[src/rtl/sf_ctrl_if.sv]
// Bundle between the snoop-filter controller and its surroundings.
// slave  : the controller (sf_ctrl).
// master : the environment -- SLC request source, snoop-response/evict
//          source, snoop-filter SRAM read data, and the snoop dispatcher
//          consuming lookup results.
// Signals: req_* (SLC lookup handshake), upd_* (presence-vector updates),
//          arr_* (single-port array access), lkp_* (lookup results),
//          init_done (array clear complete).
interface sf_ctrl_if #(
    parameter int unsigned SET_W  = 7,
    parameter int unsigned TAG_W  = 35,
    parameter int unsigned NUM_RN = 4,
    parameter int unsigned RN_W   = 2
);
    logic              req_valid;
    logic              req_ready;
    logic [SET_W-1:0]  req_set;
    logic [TAG_W-1:0]  req_tag;
    logic [RN_W-1:0]   req_src;
    logic              req_unique;

    logic              upd_valid;
    logic              upd_ready;
    logic [SET_W-1:0]  upd_set;
    logic [TAG_W-1:0]  upd_tag;
    logic [RN_W-1:0]   upd_src;
    logic              upd_inval;

    logic              arr_en;
    logic              arr_we;
    logic [SET_W-1:0]  arr_set;
    logic [TAG_W-1:0]  arr_wtag;
    logic [NUM_RN-1:0] arr_wvec;
    logic [TAG_W-1:0]  arr_rtag;
    logic [NUM_RN-1:0] arr_rvec;

    logic              lkp_valid;
    logic              lkp_hit;
    logic [NUM_RN-1:0] lkp_snp_vec;
    logic              lkp_evict;
    logic [TAG_W-1:0]  lkp_evict_tag;
    logic [NUM_RN-1:0] lkp_evict_vec;

    logic              init_done;

    modport slave (
        input  req_valid, req_set, req_tag, req_src, req_unique,
        output req_ready,
        input  upd_valid, upd_set, upd_tag, upd_src, upd_inval,
        output upd_ready,
        output arr_en, arr_we, arr_set, arr_wtag, arr_wvec,
        input  arr_rtag, arr_rvec,
        output lkp_valid, lkp_hit, lkp_snp_vec, lkp_evict, lkp_evict_tag, lkp_evict_vec,
        output init_done
    );

    modport master (
        output req_valid, req_set, req_tag, req_src, req_unique,
        input  req_ready,
        output upd_valid, upd_set, upd_tag, upd_src, upd_inval,
        input  upd_ready,
        input  arr_en, arr_we, arr_set, arr_wtag, arr_wvec,
        output arr_rtag, arr_rvec,
        input  lkp_valid, lkp_hit, lkp_snp_vec, lkp_evict, lkp_evict_tag, lkp_evict_vec,
        input  init_done
    );
endinterface

[src/rtl/sf_ctrl.sv]
// HN-F snoop-filter sequencing controller.
// Clears the 128-set array after reset, then arbitrates SLC lookups against
// snoop-response/eviction updates; each accepted operation is a 3-cycle
// read-modify-write (IDLE grant -> RD -> WR) on the single-ported array.
// Ports:
//   clock      rising-edge clock
//   reset      synchronous, active-high
//   bus        sf_ctrl_if.slave: req/upd handshakes, array port, lookup
//              results and init_done
module sf_ctrl #(
    parameter int unsigned SET_W  = 7,
    parameter int unsigned TAG_W  = 35,
    parameter int unsigned NUM_RN = 4,
    parameter int unsigned RN_W   = 2
) (
    input  logic    clock,
    input  logic    reset,
    sf_ctrl_if.slave bus
);

    typedef enum logic [1:0] {
        INIT = 2'd0,
        IDLE = 2'd1,
        RD   = 2'd2,
        WR   = 2'd3
    } state_t;

    state_t            state_q, state_d;
    logic [SET_W-1:0]  cnt_q, cnt_d;
    logic              rr_q, rr_d;          // 0: request side wins next contention
    logic              done_q, done_d;

    // Operation latched at grant time
    logic              op_req_q;
    logic              flag_q;              // unique (request) or inval (update)
    logic [SET_W-1:0]  set_q;
    logic [TAG_W-1:0]  tag_q;
    logic [RN_W-1:0]   src_q;

    logic              load;
    logic              load_req;

    logic              req_ready;
    logic              upd_ready;
    logic              arr_en;
    logic              arr_we;
    logic [SET_W-1:0]  arr_set;
    logic [TAG_W-1:0]  arr_wtag;
    logic [NUM_RN-1:0] arr_wvec;
    logic              lkp_valid;
    logic              lkp_hit;
    logic [NUM_RN-1:0] lkp_snp_vec;
    logic              lkp_evict;
    logic [TAG_W-1:0]  lkp_evict_tag;
    logic [NUM_RN-1:0] lkp_evict_vec;

    // Read-data qualifiers for the WR step
    logic              tag_match;
    logic              vec_nz;
    logic [NUM_RN-1:0] src_bit;

    assign tag_match = (bus.arr_rtag == tag_q);
    assign vec_nz    = |bus.arr_rvec;
    assign src_bit   = NUM_RN'(1) << src_q;

    // State and latched-operation registers
    always_ff @(posedge clock) begin
        if (reset) begin
            state_q <= INIT;
            cnt_q   <= '0;
            rr_q    <= 1'b0;
            done_q  <= 1'b0;
        end else begin
            state_q <= state_d;
            cnt_q   <= cnt_d;
            rr_q    <= rr_d;
            done_q  <= done_d;
        end
    end

    // Operation fields carry no reset: they are only consumed after a grant
    always_ff @(posedge clock) begin
        if (load) begin
            op_req_q <= load_req;
            if (load_req) begin
                flag_q <= bus.req_unique;
                set_q  <= bus.req_set;
                tag_q  <= bus.req_tag;
                src_q  <= bus.req_src;
            end else begin
                flag_q <= bus.upd_inval;
                set_q  <= bus.upd_set;
                tag_q  <= bus.upd_tag;
                src_q  <= bus.upd_src;
            end
        end
    end

    // Next-state, grant and array/lookup output decode
    always_comb begin
        state_d       = state_q;
        cnt_d         = cnt_q;
        rr_d          = rr_q;
        done_d        = done_q;
        load          = 1'b0;
        load_req      = 1'b0;
        req_ready     = 1'b0;
        upd_ready     = 1'b0;
        arr_en        = 1'b0;
        arr_we        = 1'b0;
        arr_set       = '0;
        arr_wtag      = '0;
        arr_wvec      = '0;
        lkp_valid     = 1'b0;
        lkp_hit       = 1'b0;
        lkp_snp_vec   = '0;
        lkp_evict     = 1'b0;
        lkp_evict_tag = '0;
        lkp_evict_vec = '0;

        case (state_q)
            INIT: begin
                arr_en  = 1'b1;
                arr_we  = 1'b1;
                arr_set = cnt_q;
                cnt_d   = cnt_q + SET_W'(1);
                if (&cnt_q) begin
                    state_d = IDLE;
                    done_d  = 1'b1;
                end
            end

            IDLE: begin
                // rr only matters, and only flips, when both sides contend
                if (bus.req_valid && (!bus.upd_valid || !rr_q)) begin
                    req_ready = 1'b1;
                    load      = 1'b1;
                    load_req  = 1'b1;
                    state_d   = RD;
                    if (bus.upd_valid) begin
                        rr_d = 1'b1;
                    end
                end else if (bus.upd_valid) begin
                    upd_ready = 1'b1;
                    load      = 1'b1;
                    state_d   = RD;
                    if (bus.req_valid) begin
                        rr_d = 1'b0;
                    end
                end
            end

            RD: begin
                arr_en  = 1'b1;
                arr_set = set_q;
                state_d = WR;
            end

            WR: begin
                state_d = IDLE;
                arr_set = set_q;
                if (op_req_q) begin
                    arr_en    = 1'b1;
                    arr_we    = 1'b1;
                    lkp_valid = 1'b1;
                    arr_wtag  = tag_q;
                    if (tag_match && vec_nz) begin
                        lkp_hit     = 1'b1;
                        lkp_snp_vec = bus.arr_rvec & ~src_bit;
                        arr_wvec    = flag_q ? src_bit : (bus.arr_rvec | src_bit);
                    end else begin
                        // Miss: entry is reallocated to the requester
                        arr_wvec = src_bit;
                        if (!tag_match && vec_nz) begin
                            lkp_evict     = 1'b1;
                            lkp_evict_tag = bus.arr_rtag;
                            lkp_evict_vec = bus.arr_rvec;
                        end
                    end
                end else if (tag_match) begin
                    arr_en   = 1'b1;
                    arr_we   = 1'b1;
                    arr_wtag = tag_q;
                    arr_wvec = flag_q ? (bus.arr_rvec & ~src_bit) : (bus.arr_rvec | src_bit);
                end
                // Update against a replaced tag is stale and dropped
            end

            default: begin
                state_d = INIT;
            end
        endcase

        // An in-flight operation is abandoned the moment reset is seen
        if (reset) begin
            load        = 1'b0;
            req_ready   = 1'b0;
            upd_ready   = 1'b0;
            arr_en      = 1'b0;
            arr_we      = 1'b0;
            lkp_valid   = 1'b0;
            lkp_hit     = 1'b0;
            lkp_snp_vec = '0;
            lkp_evict   = 1'b0;
            lkp_evict_tag = '0;
            lkp_evict_vec = '0;
        end
    end

    assign bus.req_ready     = req_ready;
    assign bus.upd_ready     = upd_ready;
    assign bus.arr_en        = arr_en;
    assign bus.arr_we        = arr_we;
    assign bus.arr_set       = arr_set;
    assign bus.arr_wtag      = arr_wtag;
    assign bus.arr_wvec      = arr_wvec;
    assign bus.lkp_valid     = lkp_valid;
    assign bus.lkp_hit       = lkp_hit;
    assign bus.lkp_snp_vec   = lkp_snp_vec;
    assign bus.lkp_evict     = lkp_evict;
    assign bus.lkp_evict_tag = lkp_evict_tag;
    assign bus.lkp_evict_vec = lkp_evict_vec;
    assign bus.init_done     = done_q;

endmodule
[src/flat_wrapper.sv]
// flat-port wrapper written by rule: the top's interface ports become plain ports
module sf_ctrl_flat 
#(
    parameter int unsigned SET_W  = 7,
    parameter int unsigned TAG_W  = 35,
    parameter int unsigned NUM_RN = 4,
    parameter int unsigned RN_W   = 2
)
  (clock, reset, bus_req_valid, bus_req_set, bus_req_tag, bus_req_src, bus_req_unique, bus_req_ready, bus_upd_valid, bus_upd_set, bus_upd_tag, bus_upd_src, bus_upd_inval, bus_upd_ready, bus_arr_en, bus_arr_we, bus_arr_set, bus_arr_wtag, bus_arr_wvec, bus_arr_rtag, bus_arr_rvec, bus_lkp_valid, bus_lkp_hit, bus_lkp_snp_vec, bus_lkp_evict, bus_lkp_evict_tag, bus_lkp_evict_vec, bus_init_done);
  sf_ctrl_if #(.SET_W(SET_W), .TAG_W(TAG_W), .NUM_RN(NUM_RN), .RN_W(RN_W)) bus_i ();
  input  logic clock;
  input  logic reset;
  input wire logic [$bits(bus_i.req_valid)-1:0] bus_req_valid;
  input wire logic [$bits(bus_i.req_set)-1:0] bus_req_set;
  input wire logic [$bits(bus_i.req_tag)-1:0] bus_req_tag;
  input wire logic [$bits(bus_i.req_src)-1:0] bus_req_src;
  input wire logic [$bits(bus_i.req_unique)-1:0] bus_req_unique;
  output wire logic [$bits(bus_i.req_ready)-1:0] bus_req_ready;
  input wire logic [$bits(bus_i.upd_valid)-1:0] bus_upd_valid;
  input wire logic [$bits(bus_i.upd_set)-1:0] bus_upd_set;
  input wire logic [$bits(bus_i.upd_tag)-1:0] bus_upd_tag;
  input wire logic [$bits(bus_i.upd_src)-1:0] bus_upd_src;
  input wire logic [$bits(bus_i.upd_inval)-1:0] bus_upd_inval;
  output wire logic [$bits(bus_i.upd_ready)-1:0] bus_upd_ready;
  output wire logic [$bits(bus_i.arr_en)-1:0] bus_arr_en;
  output wire logic [$bits(bus_i.arr_we)-1:0] bus_arr_we;
  output wire logic [$bits(bus_i.arr_set)-1:0] bus_arr_set;
  output wire logic [$bits(bus_i.arr_wtag)-1:0] bus_arr_wtag;
  output wire logic [$bits(bus_i.arr_wvec)-1:0] bus_arr_wvec;
  input wire logic [$bits(bus_i.arr_rtag)-1:0] bus_arr_rtag;
  input wire logic [$bits(bus_i.arr_rvec)-1:0] bus_arr_rvec;
  output wire logic [$bits(bus_i.lkp_valid)-1:0] bus_lkp_valid;
  output wire logic [$bits(bus_i.lkp_hit)-1:0] bus_lkp_hit;
  output wire logic [$bits(bus_i.lkp_snp_vec)-1:0] bus_lkp_snp_vec;
  output wire logic [$bits(bus_i.lkp_evict)-1:0] bus_lkp_evict;
  output wire logic [$bits(bus_i.lkp_evict_tag)-1:0] bus_lkp_evict_tag;
  output wire logic [$bits(bus_i.lkp_evict_vec)-1:0] bus_lkp_evict_vec;
  output wire logic [$bits(bus_i.init_done)-1:0] bus_init_done;
  assign bus_i.req_valid = bus_req_valid;
  assign bus_i.req_set = bus_req_set;
  assign bus_i.req_tag = bus_req_tag;
  assign bus_i.req_src = bus_req_src;
  assign bus_i.req_unique = bus_req_unique;
  assign bus_req_ready = bus_i.req_ready;
  assign bus_i.upd_valid = bus_upd_valid;
  assign bus_i.upd_set = bus_upd_set;
  assign bus_i.upd_tag = bus_upd_tag;
  assign bus_i.upd_src = bus_upd_src;
  assign bus_i.upd_inval = bus_upd_inval;
  assign bus_upd_ready = bus_i.upd_ready;
  assign bus_arr_en = bus_i.arr_en;
  assign bus_arr_we = bus_i.arr_we;
  assign bus_arr_set = bus_i.arr_set;
  assign bus_arr_wtag = bus_i.arr_wtag;
  assign bus_arr_wvec = bus_i.arr_wvec;
  assign bus_i.arr_rtag = bus_arr_rtag;
  assign bus_i.arr_rvec = bus_arr_rvec;
  assign bus_lkp_valid = bus_i.lkp_valid;
  assign bus_lkp_hit = bus_i.lkp_hit;
  assign bus_lkp_snp_vec = bus_i.lkp_snp_vec;
  assign bus_lkp_evict = bus_i.lkp_evict;
  assign bus_lkp_evict_tag = bus_i.lkp_evict_tag;
  assign bus_lkp_evict_vec = bus_i.lkp_evict_vec;
  assign bus_init_done = bus_i.init_done;
  sf_ctrl #(.SET_W(SET_W), .TAG_W(TAG_W), .NUM_RN(NUM_RN), .RN_W(RN_W)) u_core (.clock(clock), .reset(reset), .bus(bus_i));
endmodule
[config.mk]
export PLATFORM = sky130hd
export DESIGN_NAME = sf_ctrl_flat
export DESIGN_NICKNAME = d
export VERILOG_FILES = /design/src/rtl/sf_ctrl_if.sv /design/src/rtl/sf_ctrl.sv /design/src/flat_wrapper.sv
export SDC_FILE = /design/constraint.sdc
export NUM_CORES = 1
export LEC_CHECK = 0
export ABC_CLOCK_PERIOD_IN_PS = 6450
export CAP_MARGIN = 20
export CELL_PAD_IN_SITES_DETAIL_PLACEMENT = 1
export CELL_PAD_IN_SITES_GLOBAL_PLACEMENT = 1
export CORE_MARGIN = 3
export CORE_UTILIZATION = 27
export CTS_CLUSTER_DIAMETER = 50
export DETAILED_ROUTE_END_ITERATION = 7
export GPL_TIMING_DRIVEN = 0
export PLACE_DENSITY_LB_ADDON = 0.1
export SLEW_MARGIN = 10
export SYNTH_ARGS = -nofsm -noshare
export SYNTH_HDL_FRONTEND = slang
export SYNTH_SLANG_ARGS = --single-unit
[constraint.sdc]
create_clock -name clock -period 6.45 [get_ports clock]
set_input_delay 1.29 -clock clock [delete_from_list [all_inputs] [get_ports clock]]
set_output_delay 1.29 -clock clock [all_outputs]
set_load 0.005 [all_outputs]
==> flow_summary.toml, run 1 <==
[outcome]
status = "complete, no violations"

[synth]
yosysTopAreaCell = "edfxtp_1"
syn_avg_cell_area_um2 = 8.65
synth-edff-count = 46
synth_flop_cell = "edfxtp_1"
syn_nets = 596
yosys-top-cells-area = "edfxtp_1 (35%), nand2_1 (14%), xnor2_1 (7.5%)"
synth_top_area_share_pct = 34.9
ys_warn_count = 0
synth.yosys.seq_area_share_pct = 40.5
syn_area_um2 = 3950
ys_types = 37
synth_seq_cells = 57
async_reset_ff_share_pct = 0
syn_inst = 457

[critical_path]
critPathKind = "in -> out"
cpPeakStageDelay_ns = 0.55
crit_arrival_ns = 4.28
end_kind = "output pin"
cp_cell_sequence = "clkdlybuf4s50_1 > xnor2_1 > nand4_1 > nor4_4 > a31oi_1 > buf_2 > buf_6 > a211oi_2 > clkdlybuf4s50_1"
path_max_fanout = 10
crit_start = "bus_arr_rtag[31]"
reg2reg_from = "u_core.state_q[1]"
reg2reg_slack_ns = 4.09
crit_buf_inv = 4
worstSetupStartpointType = "input port"
crit_slowest_cell = "clkdlybuf4s50_1"
critPathRequiredTime_ns = 5.16
cpMostUsedCell = "clkdlybuf4s50_1"
critical-path-top-delay-family = "buffers and inverters"

[finish]
area_delta_synth_final_pct = 72.4
layout_common_cells = "clkdlybuf4s50_1 (229), nand2_1 (143), edfxtp_1 (46)"
final_nets = 840
final_util_pct = 48.3
layout-drive-gt1-share_pct = 7.37
num_antenna_cells = 0
final_common_cell = "clkdlybuf4s50_1"

[grt]
track_usage_pct = 20.7
grt_max_degree = 13
grt_overflow = 0
antenna_found_initial = 0
grt_pass1_vias = 4598
grt_pass1_wl_um = 25500

[timing]
skew_ns = 0.00357
grt_setup_unrepaired = "false"
setup_ws_ns = 0.877
drv_slew = 0
hold_viol = 0
layout_min_cycle_time_ns = 5.57
tightest_slew_ns = 0.921
whs_ns = 0.484
post-route-period-util_pct = 86.4
setup_viol = 0
relSlewSlack_pct = 38.3
fmax_mhz = 179

[worst_hold_path]
hold_path.class = "reg -> reg"
min_from = "u_core.bus.init_done"

[pwr]
cellLeakagePower_nw = 2.48
peakVddDrop_mv = 0.134
finalPower_mw = 1.38
powerDensity_nw_per_um2 = 203

[clock_tree]
postCtsSetupBuffers = 0
cts_resized = 0
cts_buffer_depth = 2
cts_inserted_buffers = 9
cts.sinks = 57
cts_tree = "built"
ctsHtreeMaxLevel = 3
root_buffer = "clkbuf_16"
path_clk_slew_ns = 0.05
clock_insertion_delay_worst_skew_ns = 0.33
cts_hold_buf = 0

[die]
rows = 43
die_x_um = 127
pin_count = 230
fp.coreArea_um2 = 14100
die_y_um = 127
start_util_pct = 28.0
die_area_um2 = 16100

[route]
routed_wl_um = 16800
top_layer = "met4"
drc = 0
dr_wl_met3_um = 1120
drt-wirelength-per-cell_um = 19.0
viasPerCell = 4.71
wl_met2_um = 8510
vias = 4171
drt-pass1-iter-count = 4
drt_iter0_markers = 241
ant_nets = 0
wl_met1_um = 6930

[place]
place_hpwl_um = 13800
io_buffers = 229
preCtsSetupSlack_ns = 0.867
place_congestion = 0.809

[flow_run]
maxCapViolCount = 0
[worst register-to-register path, stage by stage (launching register included)]
cell	delay, ns
dfxtp_1	0.35
inv_1	0.12
ha_1	0.24
nor3b_2	0.78
buf_4	0.34
buf_4	0.23
[layout make-up]
| class | count | area (µm²) |
|---|---|---|
| buffer | 27 | 120 |
| inverter | 6 | 22.5 |
| clock buffer | 15 | 299 |
| multi-input combinational | 367 | 2210 |
| clock inverter | 1 | 5.00 |
| sequential | 57 | 1600 |
| fill | 1650 | 7280 |
| tap | 180 | 225 |
| timing repair buffer | 233 | 2330 |
[cells in the mapped netlist (8+ instances only)]
master	instances
nand2_1	143
edfxtp_1	46
and2_1	40
xnor2_1	34
nor2_1	27
nor3b_1	19
nor3b_2	17
clkbuf_1	15
nand4_1	15
dfxtp_1	11
a21oi_1	8
nor2b_1	8
[flip-flops by register name, summed over array words and instances (netlist names)]
name                  flops
u_core.tag_q             35
u_core.cnt_q              7
u_core.set_q              7
u_core.src_q              2
u_core.state_q            2
u_core.bus.init_done      1
u_core.flag_q             1
u_core.op_req_q           1
u_core.rr_q               1
[power by group]
part | internal [mW] | switching [mW] | total, mW
clock | 0.314 | 0.166 | 0.480
sequential | 0.455 | 0.0302 | 0.486
combinational | 0.206 | 0.213 | 0.419
total | 0.976 | 0.409 | 1.38
[metrics by stage]
step | TNS (ns) | cells | cell area, µm²
floorplan | 0 | 457 | 3950
global placement | -64.59 | 866 | 6470
detailed placement | 0 | 870 | 6510
CTS | 0 | 886 | 6810
global route | 0 | 886 | 6810
finish | 0 | 886 | 6810
[kinds of logic (layout without fill, tap and decap cells)]
kind of cell    count (synthesis)  count (layout)  synth area share [%]
compound gates                 27              27                  5.00
xor+xnor                       41              41                  9.09
fa+ha+maj                       6               6                  1.90
buf+inv                        33             282                  3.61
flops                          57              57                  40.5
mux                             2               2                 0.507
simple gates                  291             291                  39.4
[worst paths after layout]
check / to / depth (start not counted)
worst min-delay path: u_core.bus.init_done / 2
worst max register to register: u_core.tag_q[19] / 5
worst max-delay path: bus_arr_wvec[1] / 9
worst min register to register: u_core.bus.init_done / 2
[layer usage]
layer,GRT usage (%),vias to the layer above
met1,24.4,1979
met2,36.6,143
met5,0,-
li1,-,2034
met4,6.18,0
met3,5.85,15
No activity file was read; power rests on OpenSTA's default activity.
==> run 2: changes to the inputs <==
Settings changed: ABC_CLOCK_PERIOD_IN_PS 6450 to not set, CORE_UTILIZATION 27 to 24.
Clock period 6.45 ns to 5 ns, I/O delays scaled along.
==> flow_summary.toml, run 2 (synthesis results as in run 1) <==
[finish]
fill_cells = 1853
final_util_pct = 43.3
largest_register = "u_core.tag_q"
fin_cells = 928
final_nets = 846
area_delta_synth_final_pct = 75.1
fin_area_um2 = 6920
num_antenna_cells = 0
layout_common_cells = "clkdlybuf4s50_1 (229), nand2_1 (143), edfxtp_1 (46)"
layout-drive-gt1-share_pct = 8.43
reg_top3 = "u_core.tag_q: 35 flops, u_core.cnt_q: 7 flops, u_core.set_q: 7 flops"
largest_reg_flops = 35
final_common_cell = "clkdlybuf4s50_1"

[clock_tree]
cts.sinks = 57
ctsHtreeMaxLevel = 3
cts_inserted_buffers = 9
cts_tree = "built"
path_clk_slew_ns = 0.05
cts_hold_buf = 0
root_buffer = "clkbuf_16"
cts_buffer_depth = 2
clock_insertion_delay_worst_skew_ns = 0.34

[pwr]
powerDensity_nw_per_um2 = 258
finalPower_mw = 1.79
power_frac_clock_pct = 34.5
seqPwrFrac_pct = 34.9
p_comb_share_pct = 30.5
switching_power_uw = 524
cellLeakagePower_nw = 2.52
swShare_pct = 29.3
p_int_mw = 1.26
peakVddDrop_mv = 0.170

[timing]
whs_ns = 0.470
finalSetupTns_ns = 0
fmax_mhz = 208
tightest_slew_ns = 0.747
setup_ws_ns = 0.204
drv_slew = 0
skew_ns = 0.00690
setup_viol = 0
post-route-period-util_pct = 95.9
hold_viol = 0
layout_min_cycle_time_ns = 4.80
relSlewSlack_pct = 50.2

[critical_path]
critPathRequiredTime_ns = 4.00
worstSetupStartpointType = "input port"
end_kind = "output pin"
path_max_fanout = 10
critPathKind = "in -> out"
crit_arrival_ns = 3.80
reg2reg_slack_ns = 2.60
rr_worst_depth = 7

[route]
ant_nets = 0
drt-pass1-iter-count = 4
drt_iter0_markers = 149
viasPerCell = 4.44
routed_wl_um = 17000
drc = 0
drt-wirelength-per-cell_um = 18.3
vias = 4118

[die]
die_area_um2 = 18000
fp.coreArea_um2 = 16000
start_util_pct = 24.7
die_x_um = 134
rows = 46
die_y_um = 134
pin_count = 230

[worst_hold_path]
hold_depth = 2
hold_path.class = "reg -> reg"

[place]
io_buffers = 229
place_congestion = 0.779
place_inst = 907
post_dp_cell_area_um2 = 6570
place_hpwl_um = 14000
preCtsSetupSlack_ns = -0.215

[grt]
grt_max_degree = 12
grt_pass1_wl_um = 25800
track_usage_pct = 18.9
grt_overflow = 0
grt_pass1_vias = 4504
antenna_found_initial = 0

[flow_run]
maxCapViolCount = 0

[outcome]
status = "complete, no violations"
[run 2: final timing paths]
path	endpoint	from
min reg2reg	u_core.bus.init_done	u_core.bus.init_done
max	bus_lkp_evict_tag[17]	reset
max reg2reg	u_core.tag_q[33]	u_core.state_q[1]
min	u_core.bus.init_done	u_core.bus.init_done
[run 2: per-layer routing]
| layer | global-route usage (%) | wire [µm] |
|---|---|---|
| met5 | 0 | 0 |
| met1 | 20.6 | 6580 |
| met4 | 4.19 | 211 |
| met2 | 34.6 | 8970 |
| met3 | 7.54 | 1200 |
[run 2: area by class of cell]
| type | count | area [µm²] | area share [%] |
|---|---|---|---|
| clock buffers | 15 | 300 | 4.34 |
| inverters | 6 | 22.5 | 0.325 |
| multi-input cells | 367 | 2230 | 32.2 |
| clock inverters | 1 | 5.00 | 0.0723 |
| flip-flops and latches | 57 | 1600 | 23.1 |
| repair buffers | 239 | 2370 | 34.3 |
| well taps | 216 | 270 | 3.90 |
| plain buffers | 27 | 121 | 1.75 |
[run 2: power by group through the flow]
stage	Combinational [mW]	Clock [mW]	Sequential, mW
final	0.546	0.617	0.625
after global routing	0.612	0.666	0.631
after CTS	0.560	0.638	0.624
after detailed placement	0.556	0	0.632
after global placement	0.532	0	0.639
after floorplan	0.279	0	0.627
[run 2: worst max-delay path, stage by stage]
cell and delay [ns]:
clkdlybuf4s50_1 0.57, or2_2 0.41, inv_1 0.09, o41ai_1 0.13, a31oi_1 0.41, clkbuf_1 0.45, and2_1 0.20, clkdlybuf4s50_1 0.52
[run 2: repair_timing]
item / in CTS / in global routing
setup endpoints to repair: 81 / 67
gates cloned: 0 / 0
setup buffers: 0 / 5
pin swaps: 1 / 2
gates resized for setup: 1 / 3
